[src/rtl/segmentd_pkg.sv]
// Shared types and constants for the segmentd 7-segment scan controller.
// Hex-letter patterns are used only when SEGMENTD_HEX_DECODE_EN is defined.
package segmentd_pkg;

    typedef enum logic [1:0] {
        IDLE  = 2'd0,
        BLANK = 2'd1,
        SHOW  = 2'd2
    } scan_state_t;

    // Active-low segment patterns, bit order {g,f,e,d,c,b,a}
    localparam logic [6:0] SEG_0     = 7'h40;
    localparam logic [6:0] SEG_1     = 7'h79;
    localparam logic [6:0] SEG_2     = 7'h24;
    localparam logic [6:0] SEG_3     = 7'h30;
    localparam logic [6:0] SEG_4     = 7'h19;
    localparam logic [6:0] SEG_5     = 7'h12;
    localparam logic [6:0] SEG_6     = 7'h02;
    localparam logic [6:0] SEG_7     = 7'h78;
    localparam logic [6:0] SEG_8     = 7'h00;
    localparam logic [6:0] SEG_9     = 7'h10;
    localparam logic [6:0] SEG_DASH  = 7'h3F;
    localparam logic [6:0] SEG_BLANK = 7'h7F;
    localparam logic [6:0] SEG_A     = 7'h08;
    localparam logic [6:0] SEG_B     = 7'h03;
    localparam logic [6:0] SEG_C     = 7'h46;
    localparam logic [6:0] SEG_D     = 7'h21;
    localparam logic [6:0] SEG_E     = 7'h06;
    localparam logic [6:0] SEG_F     = 7'h0E;

    localparam logic [3:0] CODE_DASH  = 4'd10;
    localparam logic [3:0] CODE_BLANK = 4'd11;

endpackage

[src/rtl/segmentd_decode.sv]
// Combinational nibble to active-low 7-segment decoder.
// Define SEGMENTD_HEX_DECODE_EN to show A..F for codes 10..15 instead of dash/blank.
module segmentd_decode
    import segmentd_pkg::*;
(
    input  logic [3:0] i_nibble,
    output logic [6:0] o_seg
);

    always_comb begin
        // NOTE: default assignment first so no path through the case can infer a latch.
        o_seg = SEG_BLANK;
        case (i_nibble)
            4'd0:  o_seg = SEG_0;
            4'd1:  o_seg = SEG_1;
            4'd2:  o_seg = SEG_2;
            4'd3:  o_seg = SEG_3;
            4'd4:  o_seg = SEG_4;
            4'd5:  o_seg = SEG_5;
            4'd6:  o_seg = SEG_6;
            4'd7:  o_seg = SEG_7;
            4'd8:  o_seg = SEG_8;
            4'd9:  o_seg = SEG_9;
`ifdef SEGMENTD_HEX_DECODE_EN
            4'd10: o_seg = SEG_A;
            4'd11: o_seg = SEG_B;
            4'd12: o_seg = SEG_C;
            4'd13: o_seg = SEG_D;
            4'd14: o_seg = SEG_E;
            4'd15: o_seg = SEG_F;
`else
            CODE_DASH:  o_seg = SEG_DASH;
            CODE_BLANK: o_seg = SEG_BLANK;
`endif
            default: o_seg = SEG_BLANK;
        endcase
    end

endmodule

[src/rtl/segmentd_scan.sv]
// Multiplexed 7-segment scan controller with blanking dead time between digits.
// Optional hex letters via SEGMENTD_HEX_DECODE_EN (handled in segmentd_decode).
module segmentd_scan
    import segmentd_pkg::*;
#(
    parameter int NUM_DIGITS   = 5,
    parameter int DIV_WIDTH    = 16,
    parameter int DIV_TERM     = 49999,
    parameter int BLANK_CYCLES = 64
) (
    input  logic                  clk,
    input  logic                  rst,
    input  logic                  en,
    input  logic [3:0]            mux_in,
    input  logic [NUM_DIGITS-1:0] dp_mask,
    output logic [2:0]            seg_mux_sel,
    output logic [NUM_DIGITS-1:0] an,
    output logic [6:0]            seg,
    output logic                  dp,
    output logic                  frame_tick
);

    localparam logic [DIV_WIDTH-1:0] LP_DIV_LAST   = DIV_WIDTH'(DIV_TERM);
    localparam logic [DIV_WIDTH-1:0] LP_BLANK_LAST = DIV_WIDTH'(BLANK_CYCLES - 1);
    localparam logic [2:0]           LP_SEL_LAST   = 3'(NUM_DIGITS - 1);

    scan_state_t           r_state;
    logic [DIV_WIDTH-1:0]  r_cnt;
    logic [2:0]            r_sel;
    logic [NUM_DIGITS-1:0] r_an;
    logic [6:0]            r_seg;
    logic                  r_dp;
    logic                  r_frame_tick;
    logic [6:0]            w_dec;

    segmentd_decode u_decode (
        .i_nibble (mux_in),
        .o_seg    (w_dec)
    );

    // NOTE: sequential state uses non-blocking assignments only; reset is synchronous.
    always_ff @(posedge clk) begin
        if (rst) begin
            r_state      <= IDLE;
            r_cnt        <= '0;
            r_sel        <= '0;
            r_an         <= '1;
            r_seg        <= SEG_BLANK;
            r_dp         <= 1'b1;
            r_frame_tick <= 1'b0;
        end else begin
            r_frame_tick <= 1'b0;
            if (!en) begin
                r_state <= IDLE;
                r_cnt   <= '0;
                r_sel   <= '0;
                r_an    <= '1;
                r_seg   <= SEG_BLANK;
                r_dp    <= 1'b1;
            end else begin
                case (r_state)
                    IDLE: begin
                        r_cnt   <= '0;
                        r_state <= BLANK;
                    end
                    BLANK: begin
                        // mux_in is valid now since seg_mux_sel was updated on entry
                        if (r_cnt == LP_BLANK_LAST) begin
                            r_seg   <= w_dec;
                            r_dp    <= ~dp_mask[r_sel];
                            r_an    <= ~(NUM_DIGITS'(1) << r_sel);
                            r_cnt   <= '0;
                            r_state <= SHOW;
                        end else begin
                            r_cnt <= r_cnt + 1'b1;
                        end
                    end
                    SHOW: begin
                        if (r_cnt == LP_DIV_LAST) begin
                            r_sel        <= (r_sel == LP_SEL_LAST) ? 3'd0 : r_sel + 3'd1;
                            r_frame_tick <= (r_sel == LP_SEL_LAST);
                            r_an         <= '1;
                            r_seg        <= SEG_BLANK;
                            r_dp         <= 1'b1;
                            r_cnt        <= '0;
                            r_state      <= BLANK;
                        end else begin
                            r_cnt <= r_cnt + 1'b1;
                        end
                    end
                    default: r_state <= IDLE;
                endcase
            end
        end
    end

    assign seg_mux_sel = r_sel;
    assign an          = r_an;
    assign seg         = r_seg;
    assign dp          = r_dp;
    assign frame_tick  = r_frame_tick;

endmodule
[config.mk]
export PLATFORM = sky130hd
export DESIGN_NAME = segmentd_scan
export DESIGN_NICKNAME = d
export VERILOG_FILES = /design/src/rtl/segmentd_pkg.sv /design/src/rtl/segmentd_decode.sv /design/src/rtl/segmentd_scan.sv
export SDC_FILE = /design/constraint.sdc
export NUM_CORES = 1
export LEC_CHECK = 0
export ABC_CLOCK_PERIOD_IN_PS = 2400
export BUFFER_PORTS_ARGS = -buffer_cell sky130_fd_sc_hd__buf_2
export CAP_MARGIN = 25
export CORE_UTILIZATION = 35
export DETAILED_ROUTE_END_ITERATION = 10
export PLACE_DENSITY = 0.63
export SETUP_SLACK_MARGIN = 0.2
export SLEW_MARGIN = 0
export SYNTH_ARGS = -nofsm -noshare
export SYNTH_HDL_FRONTEND = slang
export SYNTH_SLANG_ARGS = --single-unit
export TNS_END_PERCENT = 1
[constraint.sdc]
create_clock -name clk -period 2.4 [get_ports clk]
set_clock_uncertainty 0.2 [all_clocks]
set_input_delay 0.24 -clock clk [delete_from_list [all_inputs] [get_ports clk]]
set_output_delay 0.24 -clock clk [all_outputs]
set_load 0.01 [all_outputs]
==> results_dict.tcl, run 1 <==
set metrics [dict create \
    outcome "finished, final reports clean" \
    grt_overflow 0 \
    combPwrFrac 0.063 \
    avgViaCountPerCell 5.38 \
    cts_buffer_depth 2 \
    synth_warnings 0 \
    post_drt_wl_per_cell_um 13.8 \
    numPortBuffers 28 \
    globalplace.congestion 0.901 \
    grt_use_total 0.180 \
    cts_tree "yes" \
    cp.arrival_ns 2.24 \
    p_per_area_nw_per_um2 423 \
    cts_max_level 2 \
    drive_gt1_frac 0.242 \
    grt_setup_unrepaired "yes" \
    holdWs_ns 0.114 \
    grt_pass1_wl_mm 8.87 \
    wirelength_mm 5.21 \
    clockPowerShare 0.408 \
    core_sq_um 5920 \
    synth-seq-area-share 0.328 \
    vias 2027 \
    synth_edf_count 0 \
    p_int_mw 0.816 \
    critical_path.max_fanout 7 \
    die_height_um 80.1 \
    slowest_delay_ns 0.54 \
    nNetsFinal 328 \
    syn2layout_area_growth_pct 21.7 \
    place.detailed.hpwl_mm 3.78 \
    clk_pin_slew_ns 0.08 \
    mostFrequentLayoutCells "dfxtp_1 (33), buf_2 (28), nand2_1 (25)" \
    n_antenna_cell 0 \
    mostFrequentLayoutCell "dfxtp_1" \
    slowest_stage "or4bb_4" \
    final_antenna_net_count 0 \
    sw_frac_of_total 0.258 \
    netlist_area_sq_um 2140 \
    setup_tns_ns 0 \
    crit_buf_inv 1 \
    dr.pass1.iters 4 \
    p_leak_nw 0.986 \
    synth_area_leaders "dfxtp_1 (33%), ha_1 (8.8%), a21oi_1 (4.9%)" \
    setup_violations 0 \
    drc 0 \
    numCtsBuffers 5 \
    synth_top_cell_area_share 0.328 \
    max-cap-violations 0 \
    synth_cells 258 \
    cts_root_buf "clkbuf_8" \
    fin_crit_sh 0.936 \
    hold_viol 0 \
    antenna_found_initial 0 \
    slew_violations 0 \
    pin_count 29 \
    start_kind "flip-flop" \
    ys_seq_elements 35 \
    syn_nets 285 \
    clock.fmax_mhz 445 \
    synth_async_sr_flop_share 0 \
    numClockSinks 35 \
    vdd_drop_max_v 0.000295 \
    relSlewSlack 0.572 \
    grt_pass1_vias 1889 \
    die_area_sq_um 6420 \
    min_path_type "input pin to flip-flop" \
    rows 28 \
    period_needed_ns 2.25 \
    endpoint_kind "flip-flop" \
    syn_area_per_cell_sq_um 8.28 \
    power.share.sequential 0.529 \
    clk_latency_ns 0.30 \
    p_switching_mw 0.284 \
    crit_type "flip-flop to flip-flop" \
    fp.dieW_um 80.1 \
    crit_required_ns 2.40 \
    crit_family "simple AND/OR/NAND/NOR gates" \
    start_util 0.361 \
    ys.flop_type "dfxtp_1" \
    worst_pin_slew_ns 0.642 \
    grt_max_degree 17 \
    initialDrtViolationCount 130 \
    synth_top_cell_by_area "dfxtp_1" \
    ys_types 55 \
    worstPathCellList "or4bb_4 -> nor4_4 -> buf_4 -> nor3_2 -> or2_1 -> a22o_1" \
    ctsHoldBuffers 0 \
]
-- registers in the layout, summed over array words and instances, names as in the netlist --
register / count
r_cnt: 16
dp: 1
frame_tick: 1
seg: 7
seg_mux_sel: 3
an: 5
r_state: 2
-- worst register-to-register path, cell delays in order (launching register included) --
cell and delay (ns):
dfxtp_4 0.37, or4bb_4 0.54, nor4_4 0.34, buf_4 0.17, nor3_2 0.07, or2_1 0.23
a22o_1 0.23
-- power groups by stage --
stage	registers, mW	clock network (mW)	logic, mW
detailed placement	0.597	0	0.0669
finish	0.582	0.449	0.0692
global placement	0.597	0	0.0660
floorplan	0.596	0	0.0432
global route	0.582	0.485	0.0791
CTS	0.583	0.457	0.0681
-- stage by stage --
step                      total power [mW]  cell area (sq um)  worst slack (ns)  utilization  std cells
after floorplan                      0.639               2140             0.246            -        258
after global placement               0.663               2430             0.142        0.411        364
after detailed placement             0.664               2430             0.129        0.411        364
after CTS                             1.11               2560             0.179        0.432        374
after global routing                  1.15               2600            0.0557        0.439        377
final                                 1.10               2600             0.155        0.439        377
-- repair_timing --
item,in CTS,in global routing
setup buffers,2,3
pin swaps,1,1
resized for setup,4,5
endpoints found under the setup margin,23,31
-- per-layer routing --
layer  vias to the layer above  wire (um)  global-route usage
met5                         -          0                   0
met4                         0         49              0.0464
met3                         8        252              0.0534
met2                        40       2420               0.297
met1                       951       2490               0.228
li1                       1028          -                   -
-- cell usage after synthesis, drive strengths merged (2+ instances only) --
master,number
and2,4
o31ai,2
mux2i,6
xor2,2
nor2b,2
nand3,6
nand4,5
nand2,26
dfxtp,35
a22o,2
a211oi,9
o21ai,18
nand2b,3
xnor2,5
clkbuf,7
nand4b,2
a31oi,2
a21oi,22
nor2,22
o22ai,7
nor4,8
buf,3
or2,2
nor3,10
and4,3
inv,13
ha,15
-- layout make-up --
cell class / count / area (sq um)
tap: 75 / 93.8
fill: 611 / 3320
inverter: 14 / 52.6
multi-input combinational: 199 / 1370
sequential: 35 / 706
timing repair buffer: 46 / 288
clock inverter: 3 / 23.8
clock buffer: 5 / 68.8
-- cells by family after synthesis --
| logic type | after synthesis | synth area share |
|---|---|---|
| multiplexers | 7 | 0.0386 |
| XOR/XNOR | 7 | 0.0287 |
| adder cells (fa/ha/maj) | 15 | 0.0878 |
| AO/OA/AOI/OAI | 70 | 0.202 |
| flip-flops | 35 | 0.328 |
| AND/OR/NAND/NOR | 100 | 0.267 |
| buffers and inverters | 24 | 0.0480 |
-- final timing paths --
kind	startpoint	endpoint	slack, ns	cells past startpoint
setup / recovery	r_cnt[9]	r_cnt[1]	0.15	6
hold / removal	mux_in[2]	seg[5]	0.11	3
setup reg to reg	r_cnt[9]	r_cnt[1]	0.15	6
hold reg to reg	r_cnt[5]	r_cnt[5]	0.30	2
Note: power is estimated with default switching activity, not from simulation.
==> run 2, diff against run 1 <==
ABC_AREA = 1   (was default)
CORE_UTILIZATION = 40   (was 35)
PLACE_DENSITY = 0.69   (was 0.63)
==> run 2 against run 1 <==
Compared with the run above: utilization grew 3.8 points; critical path depth grew 2; combinational power grew to 2.7 times the previous value; count of clock-buffer cells in the layout did not move; sequential power increased by 3%; maximum frequency rose by 21%; wire length fell by 13%; critical endpoint is now an[4]; largest cell class unchanged.
==> results_dict.tcl, run 2 <==
set metrics [dict create \
    outcome "finished, final reports clean" \
    place.detailed.hpwl_mm 3.25 \
    critical_path.max_fanout 14 \
    crit_type "flip-flop to flip-flop" \
    netlist_area_sq_um 2190 \
    cts_resized 0 \
    nNetsFinal 370 \
    synth_async_sr_flop_share 0 \
    numCtsBuffers 5 \
    clk_pin_slew_ns 0.07 \
    fp.dieW_um 76.0 \
    rows 26 \
    hold_viol 0 \
    clk_latency_ns 0.29 \
    met3_length_um 146 \
    wirelength_mm 4.53 \
    worst_slack_ns 0.539 \
    pin_count 29 \
    post_drt_wl_per_cell_um 10.9 \
    synth-seq-area-share 0.320 \
    synth_common_cells "nand2_1 (73), nand3_1 (49), dfxtp_1 (35)" \
    p_leak_nw 1.01 \
    numPortBuffers 28 \
    worst_pin_slew_ns 0.544 \
    synth_cells 316 \
    start_util 0.421 \
    relSlewSlack 0.635 \
    cp.arrival_ns 1.84 \
    avgViaCountPerCell 4.93 \
    crit_required_ns 2.37 \
    setup_tns_ns 0 \
    numClockSinks 35 \
    final_antenna_net_count 0 \
    grt_pass1_vias 1894 \
    slew_violations 0 \
    vias 2040 \
    setup_violations 0 \
    mostFrequentLayoutCell "nand2_1" \
    endpoint_kind "flip-flop" \
    cts_setup_buffers 0 \
    period_needed_ns 1.86 \
    ys.flop_type "dfxtp_1" \
    cts_root_buf "clkbuf_8" \
    max-cap-violations 0 \
    highest_layer "met4" \
    die_height_um 76.0 \
    ctsHoldBuffers 0 \
    wl_met2_mm 2.13 \
    syn_nets 343 \
    drc 0 \
    synth_warnings 0 \
    ys_types 31 \
    grt_use_total 0.170 \
    synth_area_leaders "dfxtp_1 (32%), nand2_1 (13%), nand3_1 (11%)" \
    synth_top_cell_by_area "dfxtp_1" \
    drive_gt1_frac 0.166 \
    syn_area_per_cell_sq_um 6.93 \
    synth_top_cell_area_share 0.320 \
    ys_seq_elements 35 \
    antenna_found_initial 0 \
    start_kind "flip-flop" \
    vdd_drop_max_v 0.000272 \
    synth_edf_count 0 \
    mostFrequentLayoutCells "nand2_1 (73), nand3_1 (49), dfxtp_1 (35)" \
    largest_reg_flops 16 \
    grt_pass1_wl_mm 8.26 \
    clock.fmax_mhz 537 \
    grt_setup_unrepaired "no" \
    core_sq_um 5200 \
    cts_buffer_depth 2 \
    grt_max_degree 19 \
    place_ws_ns 0.530 \
    grt_overflow 0 \
    die_area_sq_um 5770 \
    min_path_type "input pin to flip-flop" \
    dr.pass1.iters 4 \
    synth_most_common_cell "nand2_1" \
    cts_tree "yes" \
    initialDrtViolationCount 101 \
    met1_length_mm 2.22 \
    cts_max_level 2 \
    syn2layout_area_growth_pct 13.3 \
    p_per_area_nw_per_um2 530 \
    fill_cells 552 \
    top_register "r_cnt" \
    fin_crit_sh 0.776 \
    globalplace.congestion 0.878 \
    n_antenna_cell 0 \
]
## run 2: worst paths after layout
| kind | startpoint | end | slack (ns) | depth (start not counted) |
|---|---|---|---|---|
| worst max register to register | r_state[0] | an[4] | 0.54 | 8 |
| worst min-delay path | mux_in[3] | seg[0] | 0.16 | 4 |
| worst min register to register | seg[2] | seg[2] | 0.25 | 2 |
| worst max-delay path | r_state[0] | an[4] | 0.54 | 8 |
## run 2: routing by layer
layer  track usage  vias up
met4        0.0404        0
met2         0.292       27
met1         0.219      921
li1              -     1088
met3        0.0347        4
met5             0        -
## run 2: logic make-up after synthesis
kind of cell / count (synthesis) / synth area share
buffers and inverters: 38 / 0.0794
XOR/XNOR: 6 / 0.0240
AO/OA/AOI/OAI: 41 / 0.102
adder cells (fa/ha/maj): 15 / 0.0857
flip-flops: 35 / 0.320
AND/OR/NAND/NOR: 181 / 0.389
## run 2: area by class of cell
type                       count  area (sq um)  area share
clock buffer                   5          68.8      0.0277
clock inverter                 3          43.8      0.0177
inverter                      27           103      0.0414
multi-input combinational    243          1320       0.530
sequential                    35           701       0.282
tap                           70          87.6      0.0353
timing repair buffer          31           163      0.0656
## run 2: stage by stage
stage | hold slack (ns) | util | instance area, sq um | cells | power [mW]
floorplan | 0.188 | - | 2190 | 316 | 0.763
global placement | 0.233 | 0.455 | 2370 | 406 | 0.803
detailed placement | 0.239 | 0.455 | 2370 | 406 | 0.805
CTS | 0.150 | 0.477 | 2480 | 414 | 1.34
global route | 0.182 | 0.477 | 2480 | 414 | 1.39
finish | 0.156 | 0.477 | 2480 | 414 | 1.32
## run 2: critical path, stage by stage (launching register included)
cell and delay (ns):
dfxtp_1 0.40, inv_1 0.08, ha_1 0.33, inv_1 0.19
nand2_1 0.11, nand2_4 0.17, nand2_4 0.12, nand2_1 0.09
nand3_1 0.07
## run 2: report_power, final
group          internal (mW)  switching, mW
Clock                  0.309          0.217
Combinational         0.0622          0.126
Sequential             0.593        0.00795
Total                  0.965          0.351
==> run 3, diff against run 2 <==
ABC_AREA = 0   (was 1)
ABC_CLOCK_PERIOD_IN_PS = 1780   (was 2400)
PLACE_DENSITY = 0.67   (was 0.69)
clock period = 1.78 ns   (was 2.4 ns; I/O delays follow)
==> run 3 against run 2 <==
Compared with the run above: the run now ends with negative setup slack left; flip-flop and latch count stayed put; maximum frequency shrank 14%; wire length grew 27%; non-clock buffer count rose by 62; count of clock-buffer cells in the layout up 2; setup slack got worse by 0.93 ns; largest power group unchanged; global-route usage rose by 4.9 points.
==> results_dict.tcl, run 3 (same netlist as run 1, synthesis figures left out) <==
set metrics [dict create \
    avgViaCountPerCell 5.35 \
    drive_gt1_frac 0.355 \
    numCtsBuffers 5 \
    r2r_slack_ns -0.39 \
    setup_violations 35 \
    failed_checks "negative setup slack" \
    fp.dieW_um 75.1 \
    grt_overflow 0 \
    start_util 0.416 \
    cts_max_level 2 \
    numPortBuffers 28 \
    p_switching_mw 0.356 \
    cts_tree "yes" \
    worst_pin_slew_ns 0.389 \
    crit_family "simple AND/OR/NAND/NOR gates" \
    wirelength_mm 5.77 \
    largest_reg_flops 16 \
    period_needed_ns 2.17 \
    mostFrequentLayoutCell "buf_4" \
    min_path_cells 3 \
    crit_buf_inv 1 \
    rows 26 \
    final_antenna_net_count 0 \
    p_total_mw 1.47 \
    dp.cells 410 \
    endpoint_kind "flip-flop" \
    grt_pass1_wl_mm 9.34 \
    p_per_area_nw_per_um2 495 \
    dr.pass1.iters 4 \
    vias 2240 \
    worstReg2RegEnd "r_cnt[1]" \
    clk_pin_slew_ns 0.07 \
    syn2layout_area_growth_pct 38.5 \
    clk_latency_ns 0.29 \
    initialDrtViolationCount 144 \
    crit_type "flip-flop to flip-flop" \
    cts_buffer_depth 2 \
    min_path_type "input pin to flip-flop" \
    cp.arrival_ns 2.15 \
    grt_setup_unrepaired "yes" \
    combPwrFrac 0.076 \
    rr_worst_depth 6 \
    setup_tns_ns -10.12 \
    slowest_stage "or4bb_4" \
    crit_required_ns 1.76 \
    die_height_um 75.1 \
    core_sq_um 5140 \
    grt_pass1_vias 2109 \
    start_kind "flip-flop" \
    n_antenna_cell 0 \
    grt_max_degree 14 \
    p_int_mw 1.11 \
    ctsHoldBuffers 0 \
    cts_root_buf "clkbuf_8" \
    top_register "r_cnt" \
    drc 0 \
    place.detailed.hpwl_mm 4.39 \
    relSlewSlack 0.738 \
    power.share.sequential 0.536 \
    slew_violations 0 \
    hold_viol 0 \
    numClockSinks 35 \
    sw_frac_of_total 0.243 \
    vdd_drop_max_v 0.000221 \
    pin_count 29 \
    worst_slack_ns -0.391 \
    critPathLaunch "r_cnt[7]" \
    die_area_sq_um 5640 \
    slowest_delay_ns 0.55 \
    globalplace.congestion 0.909 \
    final_cells 419 \
    critical_path.max_fanout 5 \
    worstPathCellList "or4bb_4 -> nor4_4 -> buf_4 -> nor3_1 -> or2_1 -> a22o_1" \
    fin_crit_sh 1.22 \
    nNetsFinal 375 \
    min_to "seg[5]" \
    antenna_found_initial 0 \
    outcome "complete, but fails checks" \
    clock.fmax_mhz 461 \
    mostFrequentLayoutCells "buf_4 (64), dfxtp_1 (33), buf_2 (28)" \
    clockPowerShare 0.389 \
    timing.rr.start "r_cnt[7]" \
    max-cap-violations 0 \
    post_drt_wl_per_cell_um 13.8 \
    min_from "mux_in[2]" \
    grt_use_total 0.219 \
    p_leak_nw 1.26 \
]
==> run 3: changes by cell type in the layout (fill, tap and decap cells not counted), sizes merged, moves of 8 or more <==
cell	previous run	this run
nor2	38	22
inv	24	13
a211oi	1	9
buf	31	93
nand3	50	6
nand2	80	26
nor4	0	8
==> run 3: routing by layer <==
layer	share of wire	wire (um)	vias up	global-route usage
met5	0	0	-	0
met4	0.026	151	0	0.0964
met3	0.052	301	16	0.0482
met2	0.46	2670	59	0.346
met1	0.46	2650	1040	0.285
li1	-	-	1125	-
==> run 3: cell type report <==
class | count | area (sq um)
Multi-Input combinational cell | 199 | 1390
Sequential cell | 35 | 703
Tap cell | 70 | 87.6
Timing Repair Buffer | 93 | 641
Clock inverter | 1 | 5.00
Clock buffer | 7 | 76.3
Fill cell | 489 | 2180
Inverter | 14 | 52.6
==> run 3: tightest hold or removal path, cell delays in order <==
cell     delay (ns)
buf_2          0.13
o22ai_1        0.08
a21oi_1        0.13
==> run 3: stage by stage <==
stage / cell area (sq um) / util / setup slack [ns] / hold WS [ns]
final: 2960 / 0.576 / -0.391 / 0.0658
after global routing: 2960 / 0.576 / -0.445 / 0.0889
after CTS: 2910 / 0.566 / -0.381 / 0.0610
after detailed placement: 2810 / 0.546 / -0.374 / 0.291
after global placement: 2810 / 0.546 / -0.316 / 0.282
after floorplan: 2140 / - / -0.374 / 0.174
==> run 3: worst max-delay path by stage <==
| stage | end | slack [ns] | cells after the start |
|---|---|---|---|
| 2_1_floorplan | r_cnt[1] | -0.37 | 6 |
| 3_3_place_gp | r_cnt[1] | -0.32 | 5 |
| 3_5_place_dp | r_cnt[14] | -0.37 | 6 |
| 4_1_cts | r_cnt[1] | -0.38 | 5 |
| 5_1_grt | r_cnt[13] | -0.45 | 7 |
| 6_report | r_cnt[1] | -0.39 | 6 |
==> run 3: power by group through the flow <==
stage / Sequential, mW / Combinational [mW] / Clock, mW
2_1_floorplan: 0.804 / 0.0582 / 0
3_3_place_gp: 0.804 / 0.103 / 0
3_5_place_dp: 0.804 / 0.105 / 0
4_1_cts: 0.786 / 0.106 / 0.572
5_1_grt: 0.785 / 0.126 / 0.608
6_report: 0.786 / 0.111 / 0.570
==> run 3: timing repair <==
action,4_1_cts,5_1_grt
setup endpoints to repair,35,35
gates cloned,0,0
buffers inserted,0,1
gates resized for setup,6,15
pin swaps,2,4
